File: config.mk
export PLATFORM = sky130hd
export DESIGN_NAME = rail_recovery_flat
export DESIGN_NICKNAME = d
export VERILOG_FILES = /design/src/rtl/rail_recovery_if.sv /design/src/rtl/rail_recovery.sv /design/src/flat_wrapper.sv
export SDC_FILE = /design/constraint.sdc
export NUM_CORES = 1
export LEC_CHECK = 0
export CELL_PAD_IN_SITES_DETAIL_PLACEMENT = 0
export CELL_PAD_IN_SITES_GLOBAL_PLACEMENT = 1
export CORE_UTILIZATION = 36
export CTS_CLUSTER_SIZE = 30
export DETAILED_ROUTE_END_ITERATION = 7
export HOLD_SLACK_MARGIN = 0.1
export PLACE_DENSITY = 0.74
export SYNTH_ARGS = -nofsm -noshare
export SYNTH_HDL_FRONTEND = slang
export SYNTH_SLANG_ARGS = --single-unit
export TNS_END_PERCENT = 100
File: constraint.sdc
create_clock -name clk_in -period 3.82 [get_ports clk_in]
set_input_delay 0.955 -clock clk_in [delete_from_list [all_inputs] [get_ports clk_in]]
set_output_delay 0.955 -clock clk_in [all_outputs]
set_load 0.01 [all_outputs]
File: src/rtl/rail_recovery_if.sv
// Bus bundle for the rail recovery controller: limiter flag and tuning inputs,
// correction/control outputs.
interface rail_recovery_if #(
  parameter int unsigned SIGNAL_SIZE = 16,
  parameter int unsigned COUNT_SIZE  = 16
);
  logic                   enable_in;
  logic [1:0]             railed_in;
  logic [COUNT_SIZE-1:0]  dwell_in;
  logic [COUNT_SIZE-1:0]  settle_in;
  logic [SIGNAL_SIZE-1:0] step_in;
  logic [SIGNAL_SIZE-1:0] offset_out;
  logic                   clear_out;
  logic                   hold_out;
  logic                   fault_out;
  logic [2:0]             state_out;
  logic [15:0]            relock_count_out;

  modport slave (
    input  enable_in, railed_in, dwell_in, settle_in, step_in,
    output offset_out, clear_out, hold_out, fault_out, state_out, relock_count_out
  );

  modport master (
    output enable_in, railed_in, dwell_in, settle_in, step_in,
    input  offset_out, clear_out, hold_out, fault_out, state_out, relock_count_out
  );
endinterface

File: src/rtl/rail_recovery.sv
// Rail recovery controller: on a persistent limiter rail, clears the integrator
// and ramps a saturating offset away from the rail, then settles before re-arming.
module rail_recovery #(
  parameter int unsigned SIGNAL_SIZE = 16,
  parameter int unsigned COUNT_SIZE  = 16
) (
  input logic            clk_in,
  input logic            rst_in,
  rail_recovery_if.slave bus
);
  localparam int unsigned SW  = SIGNAL_SIZE;
  localparam int unsigned CW  = COUNT_SIZE;
  localparam int unsigned CW1 = COUNT_SIZE + 1;
  localparam int unsigned EW  = SIGNAL_SIZE + 2;
  localparam logic [SW-1:0]        POS_LIM = {1'b0, {(SW-1){1'b1}}};
  localparam logic [SW-1:0]        NEG_LIM = {1'b1, {(SW-1){1'b0}}};
  localparam logic signed [EW-1:0] POS_EXT = {2'b00, POS_LIM};
  localparam logic signed [EW-1:0] NEG_EXT = {2'b11, NEG_LIM};

  typedef enum logic [2:0] {
    ST_MONITOR = 3'd0,
    ST_CLEAR   = 3'd1,
    ST_RAMP    = 3'd2,
    ST_SETTLE  = 3'd3,
    ST_FAULT   = 3'd4
  } state_t;

  state_t        r_state, w_state_nxt;
  logic [CW-1:0] r_cnt, w_cnt_nxt;
  logic          r_dir, w_dir_nxt;
  logic [SW-1:0] r_offset, w_offset_nxt;
  logic [15:0]   r_relock, w_relock_nxt;
  logic          r_clear, w_clear_nxt;
  logic          r_hold, w_hold_nxt;
  logic          r_fault, w_fault_nxt;

  logic                 w_railed;
  logic                 w_rail_hi;
  logic [CW-1:0]        w_dwell_n;
  logic [CW-1:0]        w_settle_n;
  logic [CW:0]          w_cnt_inc;
  logic                 w_dwell_hit;
  logic                 w_settle_hit;
  logic [15:0]          w_relock_inc;
  logic signed [EW-1:0] w_off_ext;
  logic signed [EW-1:0] w_step_ext;
  logic signed [EW-1:0] w_sum;
  logic [SW-1:0]        w_stepped;
  logic                 w_at_lim;

  assign w_railed     = (bus.railed_in == 2'b10) || (bus.railed_in == 2'b01);
  assign w_rail_hi    = (bus.railed_in == 2'b10);
  assign w_dwell_n    = (bus.dwell_in == '0) ? CW'(1) : bus.dwell_in;
  assign w_settle_n   = (bus.settle_in == '0) ? CW'(1) : bus.settle_in;
  assign w_cnt_inc    = {1'b0, r_cnt} + CW1'(1);
  assign w_dwell_hit  = w_cnt_inc >= {1'b0, w_dwell_n};
  assign w_settle_hit = w_cnt_inc >= {1'b0, w_settle_n};
  assign w_relock_inc = (r_relock == 16'hFFFF) ? r_relock : r_relock + 16'd1;

  // Step direction follows the rail seen this cycle, so a flip re-latches immediately
  assign w_off_ext  = {{2{r_offset[SW-1]}}, r_offset};
  assign w_step_ext = {2'b00, bus.step_in};
  assign w_sum      = w_rail_hi ? (w_off_ext - w_step_ext) : (w_off_ext + w_step_ext);
  assign w_stepped  = (w_sum > POS_EXT) ? POS_LIM :
                      (w_sum < NEG_EXT) ? NEG_LIM : w_sum[SW-1:0];
  assign w_at_lim   = w_rail_hi ? (r_offset == NEG_LIM) : (r_offset == POS_LIM);

  always_ff @(posedge clk_in or posedge rst_in) begin
    if (rst_in) begin
      r_state  <= ST_MONITOR;
      r_cnt    <= '0;
      r_dir    <= 1'b0;
      r_offset <= '0;
      r_relock <= '0;
      r_clear  <= 1'b0;
      r_hold   <= 1'b0;
      r_fault  <= 1'b0;
    end else begin
      r_state  <= w_state_nxt;
      r_cnt    <= w_cnt_nxt;
      r_dir    <= w_dir_nxt;
      r_offset <= w_offset_nxt;
      r_relock <= w_relock_nxt;
      r_clear  <= w_clear_nxt;
      r_hold   <= w_hold_nxt;
      r_fault  <= w_fault_nxt;
    end
  end

  always_comb begin
    w_state_nxt  = r_state;
    w_cnt_nxt    = r_cnt;
    w_dir_nxt    = r_dir;
    w_offset_nxt = r_offset;
    w_relock_nxt = r_relock;
    if (!bus.enable_in) begin
      w_state_nxt  = ST_MONITOR;
      w_cnt_nxt    = '0;
      w_offset_nxt = '0;
    end else begin
      unique case (r_state)
        ST_MONITOR: begin
          if (!w_railed) begin
            w_cnt_nxt = '0;
          end else if (w_dwell_hit) begin
            w_state_nxt  = ST_CLEAR;
            w_dir_nxt    = w_rail_hi;
            w_relock_nxt = w_relock_inc;
            w_cnt_nxt    = '0;
          end else begin
            w_cnt_nxt = w_cnt_inc[CW-1:0];
          end
        end
        ST_CLEAR: w_state_nxt = ST_RAMP;
        ST_RAMP: begin
          if (!w_railed) begin
            w_state_nxt = ST_SETTLE;
            w_cnt_nxt   = '0;
          end else begin
            w_dir_nxt = w_rail_hi;
            if (w_at_lim) w_state_nxt  = ST_FAULT;
            else          w_offset_nxt = w_stepped;
          end
        end
        ST_SETTLE: begin
          if (w_railed) begin
            w_state_nxt  = ST_CLEAR;
            w_dir_nxt    = w_rail_hi;
            w_relock_nxt = w_relock_inc;
            w_cnt_nxt    = '0;
          end else if (w_settle_hit) begin
            w_state_nxt = ST_MONITOR;
            w_cnt_nxt   = '0;
          end else begin
            w_cnt_nxt = w_cnt_inc[CW-1:0];
          end
        end
        ST_FAULT: w_state_nxt = ST_FAULT;
        default:  w_state_nxt = ST_MONITOR;
      endcase
    end
    w_clear_nxt = (w_state_nxt == ST_CLEAR);
    w_hold_nxt  = (w_state_nxt == ST_CLEAR) || (w_state_nxt == ST_RAMP) ||
                  (w_state_nxt == ST_FAULT);
    w_fault_nxt = (w_state_nxt == ST_FAULT);
  end

  assign bus.offset_out       = r_offset;
  assign bus.clear_out        = r_clear;
  assign bus.hold_out         = r_hold;
  assign bus.fault_out        = r_fault;
  assign bus.state_out        = 3'(r_state);
  assign bus.relock_count_out = r_relock;
endmodule

File: src/flat_wrapper.sv
// flat-port wrapper written by rule: the top's interface ports become plain ports
module rail_recovery_flat 
#(
  parameter int unsigned SIGNAL_SIZE = 16,
  parameter int unsigned COUNT_SIZE  = 16
)
  (clk_in, rst_in, bus_enable_in, bus_railed_in, bus_dwell_in, bus_settle_in, bus_step_in, bus_offset_out, bus_clear_out, bus_hold_out, bus_fault_out, bus_state_out, bus_relock_count_out);
  rail_recovery_if #(.SIGNAL_SIZE(SIGNAL_SIZE), .COUNT_SIZE(COUNT_SIZE)) bus_i ();
  input logic clk_in;
  input logic rst_in;
  input wire logic [$bits(bus_i.enable_in)-1:0] bus_enable_in;
  input wire logic [$bits(bus_i.railed_in)-1:0] bus_railed_in;
  input wire logic [$bits(bus_i.dwell_in)-1:0] bus_dwell_in;
  input wire logic [$bits(bus_i.settle_in)-1:0] bus_settle_in;
  input wire logic [$bits(bus_i.step_in)-1:0] bus_step_in;
  output wire logic [$bits(bus_i.offset_out)-1:0] bus_offset_out;
  output wire logic [$bits(bus_i.clear_out)-1:0] bus_clear_out;
  output wire logic [$bits(bus_i.hold_out)-1:0] bus_hold_out;
  output wire logic [$bits(bus_i.fault_out)-1:0] bus_fault_out;
  output wire logic [$bits(bus_i.state_out)-1:0] bus_state_out;
  output wire logic [$bits(bus_i.relock_count_out)-1:0] bus_relock_count_out;
  assign bus_i.enable_in = bus_enable_in;
  assign bus_i.railed_in = bus_railed_in;
  assign bus_i.dwell_in = bus_dwell_in;
  assign bus_i.settle_in = bus_settle_in;
  assign bus_i.step_in = bus_step_in;
  assign bus_offset_out = bus_i.offset_out;
  assign bus_clear_out = bus_i.clear_out;
  assign bus_hold_out = bus_i.hold_out;
  assign bus_fault_out = bus_i.fault_out;
  assign bus_state_out = bus_i.state_out;
  assign bus_relock_count_out = bus_i.relock_count_out;
  rail_recovery #(.SIGNAL_SIZE(SIGNAL_SIZE), .COUNT_SIZE(COUNT_SIZE)) u_core (.clk_in(clk_in), .rst_in(rst_in), .bus(bus_i));
endmodule
After elaboration in Yosys (flattened, before gate mapping)

Index checks and enable logic that the tools add are counted.

Magnitude comparators: 4
Multiplexer cells: 30
Add/sub/neg operators: 4
Eq/ne operators: 20
Reduce and logical (&&, ||, !) cells: 10

Operator list:

| kind                                                         | count |
|---|---|
| 2-to-1 mux 16 bit                                            | 18 |
| case mux 16 bit (3 select lines)                             | 1 |
| greater-or-equal comparator 17 x 16 -> 1 bit                 | 2 |
| equality test 16 bit, second input constant                  | 2 |
| logical NOT 16 bit                                           | 2 |
| case mux 16 bit (2 select lines)                             | 1 |
| 2-to-1 mux 3 bit                                             | 7 |
| adder 16 x 17 -> 18 bit                                      | 1 |
| > comparator 18 x 16 -> 1 bit, second input constant         | 1 |
| less-than comparator 18 x 16 -> 1 bit, second input constant | 1 |
| 2-to-1 mux 18 bit                                            | 1 |
| subtractor 16 x 17 -> 18 bit                                 | 1 |
| adder 16 x 1 -> 17 bit, second input constant                | 1 |
| adder 16 x 1 -> 16 bit, second input constant                | 1 |
| equality test 16 x 15 -> 1 bit, second input constant        | 1 |
| case mux 3 bit (5 select lines)                              | 1 |
| != test 2 x 1 -> 1 bit, second input constant                | 5 |
| equality test 3 x 2 -> 1 bit, second input constant          | 3 |
| equality test 3 x 1 -> 1 bit, second input constant          | 2 |
| equality test 3 bit, second input constant                   | 2 |
| AND reduction 5 bit                                          | 1 |
| != test 4 x 1 -> 1 bit, second input constant                | 1 |
| logical NOT 3 bit                                            | 1 |
| logical OR 1 bit                                             | 3 |
| 8 further kinds                                              | 8 |

Bits of input ports: 53
Flip-flop bits (word level): 54
Word-level logic and storage cells: 75
Output and inout bits: 38

Logic depth before layout (Yosys ltp)

Depth in word-level cells: 10
Gate-level depth with buffers: 18
Gate-level depth less buffers: 16

Worst setup path before layout

Ideal clock, no wire load.

Kind: input port to flip-flop
From: input bus_step_in[5]
To: register u_core.r_offset[11] (netlist: u_core.bus.offset_out[11])
Stages: 15
Buffers on the path: 1
Library setup time: 0.126 ns
Arrival time: 4.063 ns
Data required time: 3.694 ns
Path slack: -0.368 ns
Cells stage by stage: nor4_1 and2_1 nor3b_1 a21oi_1 xnor2_1 ha_1 and3_1 a221oi_1 o31ai_1 a211oi_2 xor2_1 nor2_1 o21ba_4 buf_6 a221o_1

Cells in the longest elaborated chain, start to end: 9
Elaborated cells on any way between the ends: 11
Classes of those cells: 2 x add/sub; 2 x order compare; 7 x mux

Ends and longest elaborated chain:

| item                                                                    | line                 | source |
|---|---|---|
| start: declaration                                                      | flat_wrapper.sv:15   | `input wire logic [$bits(bus_i.step_in)-1:0] bus_step_in;` |
| adder 16 x 17 -> 18 bit or subtractor 16 x 17 -> 18 bit (tied branches) | rail_recovery.sv:63  | `assign w_sum = w_rail_hi ? (w_off_ext - w_step_ext) : (w_off_ext + w_step_ext);` |
| 2-to-1 mux 18 bit *                                                     | rail_recovery.sv:63  |  |
| less-than comparator 18 x 16 -> 1 bit                                   | rail_recovery.sv:65  | `(w_sum < NEG_EXT) ? NEG_LIM : w_sum[SW-1:0];` |
| 2-to-1 mux 16 bit                                                       | rail_recovery.sv:65  |  |
| 2-to-1 mux 16 bit *                                                     | rail_recovery.sv:64  | `assign w_stepped = (w_sum > POS_EXT) ? POS_LIM :` |
| 2-to-1 mux 16 bit *                                                     | rail_recovery.sv:121 | `if (w_at_lim) w_state_nxt = ST_FAULT;` |
| 2-to-1 mux 16 bit *                                                     | rail_recovery.sv:116 | `if (!w_railed) begin` |
| 2-to-1 mux 16 bit *                                                     | rail_recovery.sv:101 | `unique case (r_state)` |
| 2-to-1 mux 16 bit *                                                     | rail_recovery.sv:96  | `if (!bus.enable_in) begin` |
| end signal: assignment                                                  | rail_recovery.sv:82  | `r_offset <= w_offset_nxt;` |
| end: declaration                                                        | rail_recovery.sv:31  | `logic [SW-1:0] r_offset, w_offset_nxt;` |

Every way passes the cells marked *; elsewhere a longest branch is shown, timed or not. The select of a mux whose other input is x is not followed.
A chain may end at the register's enable or synchronous reset.

Worst setup path after layout

From: input bus_step_in[10]
To: register u_core.r_offset[3] (netlist: u_core.bus.offset_out[3])

The elaborated chain is that of the path after synthesis.

==> results.toml <==
[sta]
hold_viol = 0
final-setup-viol-count = 13
post-route-period-util_pct = 103
maxSlewViolCount = 0
rsz0062_at_grt = "true"
worstMarginPinSlew_ns = 0.469
max_clock_freq_ghz = 0.255
skew_ns = 0.00844
slew_headroom_pct = 68.7
period_minus_slack_ns = 3.92
setup_slack_ns = -0.103

[global_routing]
antenna_found_initial = 0
grt-ovfl-total = 0
grt_max_degree = 34
grt_pass1_wl_mm = 25.5
track_usage_pct = 22.1
grt_pass1_vias = 5242

[worst_setup_path]
crit_path_end = "u_core.bus.offset_out[3]"
r2r_end = "u_core.r_cnt[12]"
worstSetupPathType = "in -> reg"
worstSetupStartpointType = "input pin"
ff2ff_path_depth = 17
crit_required_ns = 4.00
r2r_start = "u_core.r_cnt[0]"
startpoint = "bus_step_in[10]"
reg2reg_slack_ns = 0.15
critPathCaptureType = "register"
crit_fanout = 8
crit_arrival_ns = 4.10

[synthesis]
yosys-top-cells-area = "dfrtp_1 27%, ha_1 13%, xnor2_1 7.7%, a21oi_1 3.8%, inv_1 3.6%"
synth-seq-cells = 54
ys_async_sr_fraction_pct = 100
ys.flop_type = "dfrtp_1"
syn_inst = 594
syn_nets = 701
yosysSeqAreaShare_pct = 27.0
synth_edf_count = 0
synth_top_cell_by_area = "dfrtp_1"
synth.cell_area_um2 = 5010
synth.top_cell.area_share_pct = 27.0
syn_avg_cell_area_um2 = 8.43
synth_common_cells = "54 x dfrtp_1, 53 x ha_1, 48 x inv_1"
synth_cell_types = 74
yosys_warnings = 0
yosysMostFrequentCell = "dfrtp_1"

[routing]
firstDrtPassIters = 4
drc_errors = 0
routed_via_density = 5.37
routed_wl_mm = 15.8
drt-initial-drc-count = 275
num_vias = 5326
wl_per_cell_um = 15.9
ant_nets = 0

[cts]
cts_tree = "yes"
clkSinkCount = 54
clkTransAtPathRegs_ns = 0.08
cts_inserted_buffers = 5
clock_path_buffers = 2
holdBufCountCts = 0
htreeDepth = 2
worstSkewPairLatency_ns = 0.30
ctsRootBufferMaster = "clkbuf_16"

[placed_design]
hpwl_mm = 12.2
port_buffers = 90
gp_congestion = 0.877
dpl.cell_count = 971

[power]
total_power_mw = 1.44
switching_share_pct = 28.5
p_comb_share_pct = 28.2
powerDensity_nw_per_um2 = 185
pwr-share-clk_pct = 31.9
seq_power_share_pct = 39.8
power_switching_mw = 0.412
leakage_nw = 3.70
vdd.ir_drop.worst_mv = 0.162
internal_power_mw = 1.03

[cells_and_area]
drive_gt1_share_pct = 31.0
fill_cells = 1225
fin_nets = 922
diodes = 0
area_delta_synth_final_pct = 55.5
final_core_util_pct = 58.1
stdcell_count = 992

[worst_hold_path]
hold_path_class = "reg -> reg"
min_from = "u_core.bus.relock_count_out[5]"

[die]
die_w_um = 120
core_um2 = 13400
start_util_pct = 37.4
die_h_um = 120
rows = 42
io_pins = 91
die_area_um2 = 14400

[run]
maxCapViolCount = 0

[outcome]
outcome = "finished, violations left"
violations = "negative setup slack"
==> registers in the layout, summed over array words and instances (netlist names) <==
name / cells
u_core.bus.relock_count_out: 16
u_core.bus.clear_out: 1
u_core.bus.fault_out: 1
u_core.bus.offset_out: 16
u_core.r_cnt: 16
u_core.bus.state_out: 3
u_core.bus.hold_out: 1
==> layout by cell type (no fill, tap or decap), types with 10 or more instances in the layout <==
master	count
buf_4	132
clkdlybuf4s50_1	75
dfrtp_1	54
inv_1	45
ha_1	44
nand2_1	41
xnor2_1	40
nor2_1	39
a21oi_1	25
nand4_1	19
nand3_1	18
nor3_1	14
o21ai_0	13
a221o_1	13
a21oi_2	12
nor4_1	12
a21o_1	12
o21ai_1	12
a22o_1	11
xor2_1	10
==> per-stage QoR <==
stage	hold slack, ns	TNS, ns	worst slack [ns]	instance area (um2)
after detailed placement	0.484	-12.95	-0.699	7080
final	0.488	-1.11	-0.103	7790
after CTS	0.495	-0.437	-0.0758	7440
after global placement	0.473	-11.49	-0.711	7080
after floorplan	0.514	-1.32	-0.136	5060
after global routing	0.514	-4.21	-0.306	7790
==> what timing repair did <==
action / in CTS / in global routing
pin swaps: 45 / 45
buffers inserted: 9 / 4
cloned: 1 / 2
resized for setup: 68 / 62
endpoints found under the setup margin: 26 / 46
hold endpoints to repair: 0 / 0
==> how the worst min path moves through the flow <==
| stage | cells after the start | end | slack, ns |
|---|---|---|---|
| 2_1_floorplan | 1 | u_core.r_cnt[1] | 0.51 |
| 3_3_place_gp | 1 | u_core.bus.relock_count_out[7] | 0.47 |
| 3_5_place_dp | 1 | u_core.bus.relock_count_out[9] | 0.48 |
| 4_1_cts | 1 | u_core.bus.relock_count_out[7] | 0.50 |
| 5_1_grt | 1 | u_core.bus.relock_count_out[5] | 0.51 |
| 6_report | 1 | u_core.bus.relock_count_out[5] | 0.49 |
==> layout make-up <==
type	instances	area, um2	area share, %
multi-input combinational	473	3840	49.3
timing repair buffer	233	2050	26.3
sequential	54	1350	17.4
tap	176	220	2.83
clock buffer	5	125	1.61
clock inverter	3	18.8	0.241
inverter	48	180	2.31
==> power groups by stage <==
stage	Clock [mW]	Combinational [mW]	Sequential [mW]
2_1_floorplan	0	0.171	0.588
3_3_place_gp	0	0.360	0.586
3_5_place_dp	0	0.366	0.586
4_1_cts	0.467	0.387	0.575
5_1_grt	0.495	0.445	0.576
6_report	0.461	0.408	0.575
==> critical path: stages <==
cell	delay, ns
clkdlybuf4s50_1	0.50
nor3_2	0.25
buf_4	0.16
a21oi_2	0.06
xnor2_1	0.13
ha_1	0.33
and3_4	0.19
a221oi_2	0.28
o31ai_2	0.11
a211oi_2	0.17
xor2_1	0.27
nor2_2	0.11
o21ba_4	0.25
a221o_1	0.33
==> logic make-up after synthesis <==
logic type | count (synthesis) | share of synthesized area (%)
compound gates | 148 | 20.9
xor+xnor | 57 | 9.97
fa+ha+maj | 54 | 13.6
buf+inv | 68 | 5.97
flops | 54 | 27.0
mux | 2 | 0.425
simple gates | 211 | 22.1
==> per-layer routing <==
layer  vias to the layer above  share of wire [%]  global-route usage (%)
met1                      2569                 48                    31.3
met2                       123                 46                    35.6
li1                       2622                  -                       -
met4                         0               0.75                    4.14
met5                         -                  0                       0
met3                        12                5.0                    3.18
(Power assumes the default switching activity.)
